<file path="config.mk">
export PLATFORM = sky130hd
export DESIGN_NAME = mem_access_ctrl
export DESIGN_NICKNAME = d
export VERILOG_FILES = /design/src/rtl/mem_pkg.sv /design/src/rtl/lsu_data_align.sv /design/src/rtl/mem_access_ctrl.sv
export SDC_FILE = /design/constraint.sdc
export NUM_CORES = 1
export LEC_CHECK = 0
export ABC_AREA = 0
export ABC_CLOCK_PERIOD_IN_PS = 1600
export CAP_MARGIN = 20
export CORE_MARGIN = 4
export CORE_UTILIZATION = 58
export CTS_CLUSTER_DIAMETER = 100
export DETAILED_ROUTE_END_ITERATION = 12
export DONT_BUFFER_PORTS = 1
export PLACE_DENSITY = 0.77
export SETUP_SLACK_MARGIN = 0.2
export SLEW_MARGIN = 10
export SYNTH_ARGS = -nofsm -noshare
export SYNTH_HDL_FRONTEND = slang
export SYNTH_SLANG_ARGS = --single-unit
export TNS_END_PERCENT = 50
</file>
<file path="constraint.sdc">
create_clock -name clk_50 -period 1.6 [get_ports clk_50]
set_input_delay 0.16 -clock clk_50 [delete_from_list [all_inputs] [get_ports clk_50]]
set_output_delay 0.16 -clock clk_50 [all_outputs]
set_load 0.005 [all_outputs]
</file>
<file path="src/rtl/mem_pkg.sv">
// Shared definitions for the MEM-stage data memory access controller.
package mem_pkg;

  localparam int unsigned WORD_AW_DEF = 10;

  localparam logic [2:0] F3_B  = 3'b000;
  localparam logic [2:0] F3_H  = 3'b001;
  localparam logic [2:0] F3_W  = 3'b010;
  localparam logic [2:0] F3_BU = 3'b100;
  localparam logic [2:0] F3_HU = 3'b101;

  typedef enum logic [2:0] {
    IDLE     = 3'd0,
    RD_ISSUE = 3'd1,
    RD_DATA  = 3'd2,
    WR       = 3'd3,
    RMW_RD   = 3'd4,
    RMW_WR   = 3'd5,
    ERR      = 3'd6
  } state_t;

  // Request fields captured on accept
  typedef struct packed {
    logic [2:0]  funct3;
    logic [31:0] addr;
    logic [31:0] wdata;
  } req_t;

endpackage

</file>
<file path="src/rtl/lsu_data_align.sv">
// Load lane extraction/extension and store lane merge for sub-word accesses.
module lsu_data_align
  import mem_pkg::*;
(
  input  logic [31:0] rd,
  input  logic [1:0]  lane,
  input  logic [2:0]  funct3,
  input  logic [31:0] wdata,
  output logic [31:0] load_data,
  output logic [31:0] merge_data
);

  logic [7:0]  byte_sel;
  logic [15:0] half_sel;

  always_comb begin
    byte_sel = 8'h00;
    case (lane)
      2'd0:    byte_sel = rd[7:0];
      2'd1:    byte_sel = rd[15:8];
      2'd2:    byte_sel = rd[23:16];
      default: byte_sel = rd[31:24];
    endcase
    half_sel = lane[1] ? rd[31:16] : rd[15:0];
  end

  // funct3[2] selects zero extension, funct3[1:0] selects size
  always_comb begin
    load_data = rd;
    case (funct3[1:0])
      2'b00:   load_data = funct3[2] ? {24'd0, byte_sel} : {{24{byte_sel[7]}}, byte_sel};
      2'b01:   load_data = funct3[2] ? {16'd0, half_sel} : {{16{half_sel[15]}}, half_sel};
      default: load_data = rd;
    endcase
  end

  always_comb begin
    merge_data = rd;
    case (funct3[1:0])
      2'b00: begin
        case (lane)
          2'd0:    merge_data[7:0]   = wdata[7:0];
          2'd1:    merge_data[15:8]  = wdata[7:0];
          2'd2:    merge_data[23:16] = wdata[7:0];
          default: merge_data[31:24] = wdata[7:0];
        endcase
      end
      2'b01: begin
        if (lane[1]) merge_data[31:16] = wdata[15:0];
        else         merge_data[15:0]  = wdata[15:0];
      end
      default: merge_data = wdata;
    endcase
  end

endmodule

</file>
<file path="src/rtl/mem_access_ctrl.sv">
// MEM-stage load/store controller: validates requests, sequences memory strobes,
// performs read-modify-write for sub-word stores.
module mem_access_ctrl
  import mem_pkg::*;
#(
  parameter int unsigned WORD_AW = WORD_AW_DEF
) (
  input  logic        clk_50,
  input  logic        rst_n,
  input  logic        req_valid,
  input  logic        req_load,
  input  logic        req_store,
  input  logic [2:0]  req_funct3,
  input  logic [31:0] req_addr,
  input  logic [31:0] req_wdata,
  output logic        req_ready,
  output logic        load_valid,
  output logic [31:0] load_data,
  output logic        store_done,
  output logic        access_err,
  output logic        MEMRead,
  output logic        MEMWrite,
  output logic [31:0] ADDR,
  output logic [31:0] WD,
  input  logic [31:0] RD
);

  state_t state, state_nxt;
  req_t   req_q;
  logic   req_err_c;
  logic   accept_c;
  logic [31:0] align_load_c;
  logic [31:0] align_merge_c;

  assign accept_c = req_valid && req_ready;

  // Request legality: size code, single direction, alignment, address range
  always_comb begin
    req_err_c = 1'b0;
    case (req_funct3)
      F3_B, F3_BU: req_err_c = 1'b0;
      F3_H, F3_HU: req_err_c = req_addr[0];
      F3_W:        req_err_c = |req_addr[1:0];
      default:     req_err_c = 1'b1;
    endcase
    if (req_load == req_store) req_err_c = 1'b1;
    if ((req_addr >> (WORD_AW + 2)) != 32'd0) req_err_c = 1'b1;
  end

  always_comb begin
    state_nxt = state;
    case (state)
      IDLE: begin
        if (accept_c) begin
          if (req_err_c)               state_nxt = ERR;
          else if (req_load)           state_nxt = RD_ISSUE;
          else if (req_funct3 == F3_W) state_nxt = WR;
          else                         state_nxt = RMW_RD;
        end
      end
      RD_ISSUE: state_nxt = RD_DATA;
      RMW_RD:   state_nxt = RMW_WR;
      default:  state_nxt = IDLE;
    endcase
  end

  // State, captured request and strobe outputs all derive from the next state
  always_ff @(posedge clk_50) begin
    if (!rst_n) begin
      state      <= IDLE;
      req_q      <= '0;
      req_ready  <= 1'b1;
      load_valid <= 1'b0;
      store_done <= 1'b0;
      access_err <= 1'b0;
      MEMRead    <= 1'b0;
      MEMWrite   <= 1'b0;
    end else begin
      state      <= state_nxt;
      if (accept_c) begin
        req_q.funct3 <= req_funct3;
        req_q.addr   <= req_addr;
        req_q.wdata  <= req_wdata;
      end
      req_ready  <= (state_nxt == IDLE);
      load_valid <= (state_nxt == RD_DATA);
      store_done <= (state_nxt == WR) || (state_nxt == RMW_WR);
      access_err <= (state_nxt == ERR);
      MEMRead    <= (state_nxt == RD_ISSUE) || (state_nxt == RMW_RD);
      MEMWrite   <= (state_nxt == WR) || (state_nxt == RMW_WR);
    end
  end

  lsu_data_align u_align (
    .rd         (RD),
    .lane       (req_q.addr[1:0]),
    .funct3     (req_q.funct3),
    .wdata      (req_q.wdata),
    .load_data  (align_load_c),
    .merge_data (align_merge_c)
  );

  // RD is only trustworthy in the cycle after a read, so gate it onto the outputs
  assign ADDR      = {req_q.addr[31:2], 2'b00};
  assign load_data = load_valid ? align_load_c : 32'd0;
  assign WD        = (state == WR)     ? req_q.wdata :
                     (state == RMW_WR) ? align_merge_c : 32'd0;

endmodule

</file>
Word-level counts from Yosys, hierarchy flattened
Cells that the tools add are included.
Word-level totals
  flip-flop bits (word level): 75
  latch bits: 0
  RAM bits: 0
  ROM bits: 0
  output and inout port bits: 102
  word-level logic and storage cells: 63
  memories: 0
Cells by class
  $add $sub $neg: 0
  multipliers: 0
  divide/modulo/power cells: 0
  magnitude comparators: 0
  equality and inequality tests: 18
  shift-type cells: 0
  multiplexer cells: 23
  bitwise gates (word level): 0
  reduce and logical (&&, ||, !) cells: 13
Operators with widths (count)
  32-bit 2-to-1 mux: 5
  32-bit one-hot mux with 2 select lines: 2
  16-bit 2-to-1 mux: 3
  8-bit 2-to-1 mux: 4
  32-bit nonzero test: 1
  8-bit one-hot mux with 3 select lines: 1
  3-bit equality test, second input constant: 7
  3-bit by 2-bit equality test with 1-bit output, second input constant: 4
  3-bit 2-to-1 mux: 4
  3-bit by 1-bit equality test with 1-bit output, second input constant: 3
  3-bit logical NOT: 3
  3-bit one-hot mux with 3 select lines: 1
  2-bit OR reduction: 3
  2-bit by 1-bit equality test with 1-bit output, second input constant: 2
  2-bit logical NOT: 2
  1-bit one-hot mux with 3 select lines: 1
  3-bit OR reduction: 1
  2-bit equality test, second input constant: 1
  1-bit logical OR: 2
  1-bit 2-to-1 mux: 2
  1-bit equality test: 1
  1-bit logical AND: 1

Logic depth before layout (Yosys ltp)
  depth after elaboration: 10
  gate-level depth with buffers: 6

Cells and area by module
From an unflattened synthesis, not the netlist that was laid out.
Second synthesis, totals
  cells, all modules: 705
  area, all modules: 5585.4 um2
By module, submodules not included
  mem_access_ctrl: instances 1, cells each 454, area an instance 3657.3 um2
  lsu_data_align: instances 1, cells each 251, area an instance 1928.1 um2

Least setup slack after synthesis
No wires, ideal clock.
  path kind: register to output
  start point: register req_q[32] (netlist bit)
  end point: output port load_data[21]
  arrival: 1421 ps
  required time: 1440 ps
  setup slack: 19 ps
  cell stages (with the launch flop): 7
  buffers on the path: 2
  cell sequence: dfxtp_1 buf_6 mux4_2 nand2_2 a21oi_4 buf_6 a21o_1
On the way
  longest elaborated chain between the ends: 5
  elaborated cells on any way between the ends: 7
  classes of those cells: eq/ne (2); mux (4); reduce/logical (1)
RTL lines
  from (decl): RTL line mem_access_ctrl.sv:29  | req_t req_q;
  2-bit equality test (tied with other cells): RTL line lsu_data_align.sv:18  | case (lane)
  8-bit one-hot mux with 3 select lines (*): RTL line lsu_data_align.sv:18
  32-bit 2-to-1 mux (*): RTL line lsu_data_align.sv:31  | 2'b00: load_data = funct3[2] ? {24'd0, byte_sel} : {{24{byte_sel[7]}}, byte_sel};
  32-bit one-hot mux with 2 select lines (*): RTL line lsu_data_align.sv:30  | case (funct3[1:0])
  32-bit 2-to-1 mux (*): RTL line mem_access_ctrl.sv:105  | assign load_data = load_valid ? align_load_c : 32'd0;
  to (decl): RTL line mem_access_ctrl.sv:18  | output logic [31:0] load_data,
Mark *: on every way between the ends. The rest lies on a longest branch, timed or not.

Final worst setup path
Ends and elaborated chain as after synthesis.

==> impl_results.md <==
* Worst Setup Start Kind: flop
* WS Path Type: reg2out
* FMAX at 511 MHz
* Final period utilization at 122%
* Detailed-router iteration count before antenna repair at 5
* Total gr overflow at 0
* Synth Cell Area at between 4000 and 5000 µm²
* Final Wtd Congestion at 1.03
* PwrDens at between 800 and 900 nW/µm²
* Post-route DRC at 0
* CTS tree: yes
* Crit Path Max Fanout at 16
* Design Area, Final at 6130 µm²
* Post-synthesis adder-cell area fraction at 0%
* CTS Buffer Depth at 2
* I/O Pins at 206
* CORE AREA at 7850 µm²
* Area fraction in compound gates after synthesis at 31.1%
* Asr flop ratio synth at 0%
* Root buf cell: clkbuf_8
* Final setup violation count at 64
* Count of pins over their slew limit at 0
* Share of cells above drive strength 1 at 21.4%
* Simple-Gate Fraction of Synth Area at 21.0%
* Leak Pwr at 2.52 nW
* Minimum clock period at 1.96 ns
* Post-synthesis sequential area ratio at between 30% and 40%
* Cell count after synthesis at 631
* Yosys warning count at 0
* Mux share of post-synthesis cell area at 5.13%
* Final worst setup slack at -0.358 ns
* Prevailing post-synth register cell: dfxtp_1
* Die W at 98.3 µm
* Most common cell in the netlist: nand2_1
* Peak supply drop at 0.843 mV
* Tot GR Track Use at 34.3%
* CP top delay family: multiplexers
* CP max-delay cell: mux4_2
* Min-delay worst type: in2reg
* Post-Route WL at 17.5 mm
* Clk slew on worst S/H paths at 0.09 ns
* Crit path buf inv count at 1
* Yosys top cell area share at about a third
* Initial antenna violation count at 0
* Critical path capture point type: primary output
* Flops & latches, synth at 75
* Height of the die at 98.3 µm
* Dpl hpwl at 11.7 mm
* Initial DRC count at 307
* Die area at around 9700 µm²
* CP peak stage delay at ~0.55 ns
* Layout Skew at 0.00727 ns
* Failing checks: negative setup slack
* Wire per inst at 22.4 µm
* Syn avg cell area at 7.50 µm²
* Worst-skew pair later-pin latency at 0.35 ns
* Largest net degree at the start of global routing at just over 70
* Final net count at 780
* Post-synth EDFFs at 0
* Leading area contributor after synthesis: dfxtp_1
* Final-report hold violation count at 0
* Synth Area in XOR/XNOR at less than 1%
* Cts bufs inserted at 9
* # diodes at 0
* Vias/cell at 6.36
* Status: finished with violations
* Final Core Density at roughly 78%
* Cell Chain, Critical Path: mux4_2, nand2_4, a21oi_4, buf_12, a21o_1
* Reg2Reg Setup Slack at 0.29 ns
* IO buf count at 0
* Top cells by area, synth: dfxtp_1, nand2_1, a21boi_0, buf_4, a21o_1
* Worst Path Arrival at 1.80 ns
* Max cap viols at 0
* Initial Util at between 60% and 70%
* Area growth, synth to finish at 29.6%
* Placed inst area at about 4800 µm²
* First-pass GRT wire length at roughly 26 mm
* Yosys cell types at 53
* Pwr Total at 4.93 mW
* Synth cell count leaders: nand2_1, dfxtp_1, a21boi_0, clkbuf_1, buf_4
* RSZ-0062 raised after global routing: true
* CTS Sinks at 75
* Rows at 32
* Final ANT Viol Nets at 0
* Req. time, crit path at 1.44 ns
* Largest family of logic cells by synthesized area: compound AO/OA/AOI/OAI gates
* H-tree depth at 3
* Via count at 4983
* Vias in the first global route at 4943
## timing repair
item	in CTS	in global routing
buffers inserted	3	2
hold buffers	68	0
resized for setup	34	49
hold endpoints to repair	71	0
pin swaps	8	14
setup endpoints to repair	65	65
cloned	2	0
## metrics by stage
| stage | setup TNS [ns] | worst slack (ns) | hold WS [ns] | cells |
|---|---|---|---|---|
| 2_1_floorplan | 0 | 0.0488 | 0.261 | 632 |
| 3_3_place_gp | -0.00703 | -0.00703 | 0.273 | 692 |
| 3_5_place_dp | -0.183 | -0.0318 | 0.277 | 692 |
| 4_1_cts | -17.78 | -0.332 | 0.0157 | 781 |
| 5_1_grt | -22.72 | -0.413 | 0.0293 | 783 |
| 6_report | -19.29 | -0.358 | 0.0282 | 783 |
## power breakdown
part,switching (mW),total [mW],internal (mW)
Clock,0.768,1.39,0.619
Sequential,0.177,2.19,2.02
Combinational,0.706,1.34,0.638
Total,1.65,4.93,3.28
## routing by layer
metal / part of all wire [%] / up-vias / track usage [%] / routed length [µm]
li1: - / 2263 / - / -
met1: 36 / 2361 / 38.8 / 6380
met2: 48 / 306 / 58.6 / 8450
met3: 11 / 53 / 11.0 / 2010
met4: 3.9 / 0 / 15.4 / 689
met5: 0 / - / 0 / 0
## final cells by class
type | instances | area [µm²]
clock inverter | 6 | 47.5
clock buffer | 10 | 138
tap | 102 | 128
sequential | 75 | 1520
timing repair buffer | 116 | 1200
fill | 539 | 1720
inverter | 12 | 46.3
multi-input combinational | 462 | 3050
## sequential cells by signal (all words and copies together), names as in the netlist
name        cells
MEMRead         1
req_q          37
MEMWrite        1
ADDR           30
access_err      1
load_valid      1
req_ready       1
state           3
## cell families (layout without fill, tap and decap cells)
kind of cell	Yosys count	count (layout)
DFF	75	75
other	1	2
AOI/OAI and AO/OA	202	202
xor gates and xnor gates	1	1
buffers and inverters	95	144
muxes	22	22
and+or+nand+nor	235	235
## cells in the final DEF (no fill, tap or decap), types with 7 or more instances in the layout
cell           count
clkbuf_8          10
inv_1             11
mux2i_1           12
a21oi_2            7
dfxtp_1           70
mux2_2             8
nor2_1            10
nand2_1          184
buf_4             33
a21boi_0          68
a21o_1            24
dlygate4sd3_1     67
buf_12             8
o22ai_1           15
o21ai_0           19
## path summary, 6_finish.rpt
check / startpoint / to / cells past startpoint
setup / recovery: req_q[32] / load_data[21] / 5
hold / removal: req_load / MEMRead / 2
setup reg to reg: state[0] / MEMWrite / 4
hold reg to reg: req_q[21] / req_q[21] / 2
Note: power is estimated with default switching activity, not from simulation.
